<file path="src/rtl/dpram_pkg.sv">
// Shared types and constants for the byte-enabled, pipelined dual-port RAM.
package dpram_pkg;

    typedef enum logic {WRITE_FIRST, READ_FIRST} collision_e;
    typedef enum logic {CLEAR, READY} state_e;

    localparam int BYTE_W = 8;

endpackage

</file>
<file path="src/rtl/dpram_clear_fsm.sv">
// Clear engine: walks every address once after reset or on a clear request,
// holding off normal traffic while it runs.
module dpram_clear_fsm
    import dpram_pkg::*;
#(
    parameter int ADDR_W = 8
) (
    input  logic              clk,
    input  logic              rst,
    input  logic              clear,
    output logic              init_busy,
    output logic              clr_we,
    output logic [ADDR_W-1:0] clr_addr
);

    state_e            state_reg, state_next;
    logic [ADDR_W-1:0] cnt_reg, cnt_next;

    always_ff @(posedge clk) begin
        if (rst) begin
            state_reg <= CLEAR;
            cnt_reg   <= '0;
        end else begin
            state_reg <= state_next;
            cnt_reg   <= cnt_next;
        end
    end

    // A clear request while already clearing is ignored, so only READY looks at it.
    always_comb begin
        state_next = state_reg;
        cnt_next   = cnt_reg;
        case (state_reg)
            CLEAR: begin
                cnt_next = cnt_reg + 1'b1;
                if (cnt_reg == '1) begin
                    state_next = READY;
                end
            end
            READY: begin
                if (clear) begin
                    state_next = CLEAR;
                    cnt_next   = '0;
                end
            end
        endcase
    end

    assign init_busy = rst | (state_reg == CLEAR);
    assign clr_we    = ~rst & (state_reg == CLEAR);
    assign clr_addr  = cnt_reg;

endmodule

</file>
<file path="src/rtl/dpram_be_pipe.sv">
// Parametrised dual-port RAM with byte enables, 1- or 2-cycle read pipeline,
// selectable same-address collision policy and a hardware clear engine.
module dpram_be_pipe
    import dpram_pkg::*;
#(
    parameter int         DATA_W    = 16,
    parameter int         ADDR_W    = 8,
    parameter int         RD_LAT    = 1,
    parameter collision_e COLLISION = WRITE_FIRST
) (
    input  logic                     clk,
    input  logic                     rst,
    input  logic                     write,
    input  logic [ADDR_W-1:0]        wr_address,
    input  logic [DATA_W-1:0]        data_in,
    input  logic [DATA_W/BYTE_W-1:0] wr_be,
    input  logic                     read,
    input  logic [ADDR_W-1:0]        rd_address,
    output logic [DATA_W-1:0]        data_out,
    output logic                     rd_valid,
    input  logic                     clear,
    output logic                     init_busy
);

    localparam int DEPTH = 2 ** ADDR_W;
    localparam int NB    = DATA_W / BYTE_W;

    if (RD_LAT != 1 && RD_LAT != 2) begin : g_bad_rd_lat
        $error("dpram_be_pipe: RD_LAT must be 1 or 2");
    end
    if (DATA_W % BYTE_W != 0) begin : g_bad_data_w
        $error("dpram_be_pipe: DATA_W must be a multiple of 8");
    end

    logic              clr_we;
    logic [ADDR_W-1:0] clr_addr;

    dpram_clear_fsm #(
        .ADDR_W (ADDR_W)
    ) u_clear_fsm (
        .clk       (clk),
        .rst       (rst),
        .clear     (clear),
        .init_busy (init_busy),
        .clr_we    (clr_we),
        .clr_addr  (clr_addr)
    );

    logic wr_acc, rd_acc;
    assign wr_acc = write & ~init_busy;
    assign rd_acc = read & ~init_busy;

    // Clear writes and user writes never overlap, so one shared write port suffices.
    logic [ADDR_W-1:0] mem_waddr;
    logic [DATA_W-1:0] mem_wdata;
    logic [NB-1:0]     mem_we;
    assign mem_waddr = clr_we ? clr_addr : wr_address;
    assign mem_wdata = clr_we ? '0 : data_in;
    assign mem_we    = clr_we ? {NB{1'b1}} : (wr_acc ? wr_be : {NB{1'b0}});

    logic [DATA_W-1:0] mem [DEPTH];

    always_ff @(posedge clk) begin
        for (int b = 0; b < NB; b++) begin
            if (mem_we[b]) begin
                mem[mem_waddr][b*BYTE_W +: BYTE_W] <= mem_wdata[b*BYTE_W +: BYTE_W];
            end
        end
    end

    // Write-first bypass: lanes being written this cycle come from data_in.
    logic [DATA_W-1:0] rd_word, rd_merge, rd_sel;
    logic              same_addr;
    assign rd_word   = mem[rd_address];
    assign same_addr = wr_acc && (wr_address == rd_address);

    genvar gi;
    for (gi = 0; gi < NB; gi++) begin : g_merge
        assign rd_merge[gi*BYTE_W +: BYTE_W] = (same_addr && wr_be[gi])
                                             ? data_in[gi*BYTE_W +: BYTE_W]
                                             : rd_word[gi*BYTE_W +: BYTE_W];
    end

    assign rd_sel = (COLLISION == WRITE_FIRST) ? rd_merge : rd_word;

    logic [DATA_W-1:0] s1_data_reg;
    logic              s1_valid_reg;

    always_ff @(posedge clk) begin
        if (rst) begin
            s1_data_reg  <= '0;
            s1_valid_reg <= 1'b0;
        end else begin
            s1_valid_reg <= rd_acc;
            if (rd_acc) begin
                s1_data_reg <= rd_sel;
            end
        end
    end

    if (RD_LAT == 2) begin : g_lat2
        logic [DATA_W-1:0] s2_data_reg;
        logic              s2_valid_reg;

        always_ff @(posedge clk) begin
            if (rst) begin
                s2_data_reg  <= '0;
                s2_valid_reg <= 1'b0;
            end else begin
                s2_valid_reg <= s1_valid_reg;
                if (s1_valid_reg) begin
                    s2_data_reg <= s1_data_reg;
                end
            end
        end

        assign data_out = s2_data_reg;
        assign rd_valid = s2_valid_reg;
    end else begin : g_lat1
        assign data_out = s1_data_reg;
        assign rd_valid = s1_valid_reg;
    end

endmodule

</file>
<file path="config.mk">
export PLATFORM = sky130hd
export DESIGN_NAME = dpram_be_pipe
export DESIGN_NICKNAME = d
export VERILOG_FILES = /design/src/rtl/dpram_pkg.sv /design/src/rtl/dpram_clear_fsm.sv /design/src/rtl/dpram_be_pipe.sv
export SDC_FILE = /design/constraint.sdc
export NUM_CORES = 2
export LEC_CHECK = 0
export BUFFER_PORTS_ARGS = -buffer_cell sky130_fd_sc_hd__buf_2
export CAP_MARGIN = 20
export CORE_MARGIN = 3
export CORE_UTILIZATION = 40
export DETAILED_ROUTE_END_ITERATION = 10
export SYNTH_ARGS = -nofsm -noshare
export SYNTH_HDL_FRONTEND = slang
export SYNTH_HIERARCHICAL = 1
export SYNTH_SLANG_ARGS = --single-unit
</file>
<file path="constraint.sdc">
create_clock -name clk -period 14.35 [get_ports clk]
set_clock_uncertainty 0.1 [all_clocks]
set_input_delay 1.435 -clock clk [delete_from_list [all_inputs] [get_ports clk]]
set_output_delay 1.435 -clock clk [all_outputs]
set_load 0.02 [all_outputs]
</file>
==> metrics.yaml <==
critical_path:
  cp-end-kind: "flop"
  critical_path_class: "in2reg"
  startpoint: "rd_address[1]"
  cp-start-kind: "input port"
  cp_data_arrival_time_ns: 6.52
  cp_max_fo: 109
  reg2reg_depth: 5
  r2r-start: "u_clear_fsm/state_reg"
  required_ns: 15.02
synthesis:
  yosys_warnings: 6
  syn_inst: 7659
  ys_seq_area_share_pct: 76.5
  synth_area_um2: 161000
  synth_edf_count: 4096
  synth_top_family_by_area: "multiplexers"
  synth_area_leaders: "edfxtp_1 76%, mux4_2 13%, mux2i_1 2.1%, nor2_1 1.3%, nand2_1 0.56%"
  synth_area_per_cell_um2: 21.1
  synth_xor_area_share_pct: 0.0434
  ys_ff_latch: 4122
  synthSimpleGateAreaFrac_pct: 2.96
  yosysUniqueCellTypes: 91
  synthArstFlopShare_pct: 0
  synth_compound_area_share_pct: 2.80
  synth_fa_ha_area_share_pct: 0.00775
  synth_nets: 7699
  synth.mux.area_fraction_pct: 15.6
  synth_top_area_cell: "edfxtp_1"
  yosysTopAreaCellShare_pct: 76.2
  ys.flop_type: "edfxtp_1"
power_and_ir_drop:
  vdd_drop_max_mv: 0.115
  cellLeakagePower_uw: 0.0561
  p_per_area_nw_per_um2: 139
clock_network:
  cts.path.max_buffers: 4
  cts_sinks: 4122
  cts_hold_buf: 0
  cts-resized-gates: 0
  numCtsBuffers: 403
  cts_max_level: 5
  tritoncts: "yes"
  postCtsSetupRepairBufs: 0
  cts_root_buf: "clkbuf_16"
  clk_transition_reported_paths_ns: 0.06
  worstSkewPairLatency_ns: 0.93
route:
  drt_iter0_drc: 11400
  drcViolationCount: 0
  viasPerCell: 6.05
  dr_wl_met3_um: 45700
  routed.top_layer: "met5"
  wl_met1_um: 175000
  met2WireLength_um: 215000
  wl_per_cell_um: 33.7
  vias: 81500
  drt-total-wl_um: 454000
  drt-pass1-iter-count: 6
  postRouteAntennaNets: 0
placement:
  gp_congestion: 0.861
  port_buffers: 56
  dp_hpwl_um: 274000
timing:
  min_period_ns: 5.85
  hold_viol: 0
  whs_ns: 0.448
  finalSetupViolCount: 0
  setup_tns_ns: 0
  fmax_mhz: 171
  tightest_slew_ns: 1.42
  max_slew_margin_pct: 5.34
  finalCritPeriodShare_pct: 40.8
  drv_slew: 0
  rsz0062_at_grt: "no"
floorplan:
  die_height_um: 641
  dieArea_um2: 411000
  start_util_pct: 40.3
  core_region_area_um2: 401000
  io_pins: 57
  dieWidth_um: 641
  rows: 232
hold_path:
  min_path_cells: 2
  min_from: "u_clear_fsm/clr_addr[6]"
  hp-class: "reg2reg"
global_routing:
  grt_pass1_vias: 81500
  grt_overflow_total: 0
  grt_pass1_wl_um: 640000
  grt_max_degree: 213
  antenna_found_initial: 40
  grt_usage_pct: 21.9
final_layout:
  utilization_pct: 45.0
  regMostFlops: "mem"
  nFillCells: 33400
  final_layout_size_suffix_gt1_share_pct: 22.6
  regArea_um2: 124000
  largest_reg_flops: 4096
  nNetsFinal: 7898
  multiInputGateArea_um2: 35100
  area_delta_synth_final_pct: 11.7
flow_run:
  maxCapViolCount: 0
outcome:
  status: "complete, no violations"
## critical path, cell delays in order
cell	delay, ns
buf_8	0.44
buf_12	0.55
buf_4	0.80
buf_12	0.43
mux4_2	0.40
mux2i_1	0.27
o22ai_1	0.27
a221o_1	0.40
nor4_1	0.60
o31a_1	0.24
a211oi_1	0.06
## layer usage
metal  vias up  track usage [%]
li1      32400                -
met1     43600             30.2
met2      4628             34.3
met3       817             4.58
met4         8             7.95
met5         -                0
## cell usage after synthesis (78+ instances only)
| master | n |
|---|---|
| buf_2 | 118 |
| clkbuf_1 | 165 |
| o221ai_1 | 89 |
| o22ai_1 | 88 |
| nor2_1 | 579 |
| mux2i_1 | 337 |
| edfxtp_1 | 4096 |
| mux4_2 | 930 |
| nand3_1 | 88 |
| buf_6 | 78 |
| a21oi_1 | 96 |
| nand2_1 | 240 |
## layout make-up
| type | count | area share [%] |
|---|---|---|
| sequential | 4122 | 68.5 |
| multi-input combinational | 3054 | 19.4 |
| clock inverter | 231 | 1.26 |
| clock buffer | 493 | 5.87 |
| inverter | 21 | 0.0534 |
| tap | 5265 | 3.65 |
| timing repair buffer | 256 | 1.18 |
| antenna | 21 | 0.0291 |
## through the flow
stage | cell area, µm² | setup WS [ns] | std cells | total power (µW)
floorplan | 161000 | 4.32 | 7659 | 14300
global placement | 167000 | 7.60 | 12700 | 14800
detailed placement | 167000 | 7.61 | 12700 | 14800
CTS | 180000 | 8.61 | 13400 | 25100
global route | 180000 | 8.48 | 13500 | 25600
finish | 180000 | 8.50 | 13500 | 25000
## cells by family (layout without fill, tap and decap cells)
logic type / count (synthesis) / after routing
AOI/OAI and AO/OA: 633 / 633
xor gates and xnor gates: 8 / 8
adders and majority gates: 1 / 1
buffers and inverters: 483 / 1001
DFF: 4122 / 4122
muxes: 1311 / 1311
other: 0 / 21
and+or+nand+nor: 1101 / 1101
## power breakdown
group	switching, µW	internal, µW	total [µW]
Clock	4460	6000	10500
Combinational	892	406	1300
Sequential	4.18	13200	13300
## cells in the final DEF, fill, tap and decap left out, types with 17 or more instances in the layout
cell	n
edfxtp_1	4096
mux4_2	930
nor2_1	572
clkbuf_16	409
mux2i_1	337
nand2_1	237
buf_4	177
clkinv_1	101
a21oi_1	96
o221ai_1	89
o22ai_1	88
clkbuf_1	80
nand3_1	71
o21ai_0	61
clkinv_2	55
buf_2	51
a22oi_1	48
bufinv_16	43
nor3_1	34
a31oi_1	30
mux4_1	27
a211oi_1	26
dfxtp_1	26
a221oi_1	25
diode_2	21
a22o_1	20
nor2b_4	19
inv_1	17
nand3_2	17
mux2_2	17
buf_12	17
## path summary, 6_finish.rpt
kind / endpoint / slack, ns
worst min-delay path: u_clear_fsm/state_reg / 0.45
worst max-delay path: data_out[3] / 8.50
worst max register to register: mem[247][5] / 9.94
worst min register to register: u_clear_fsm/state_reg / 0.45
Power figures use the tool's default switching activity.
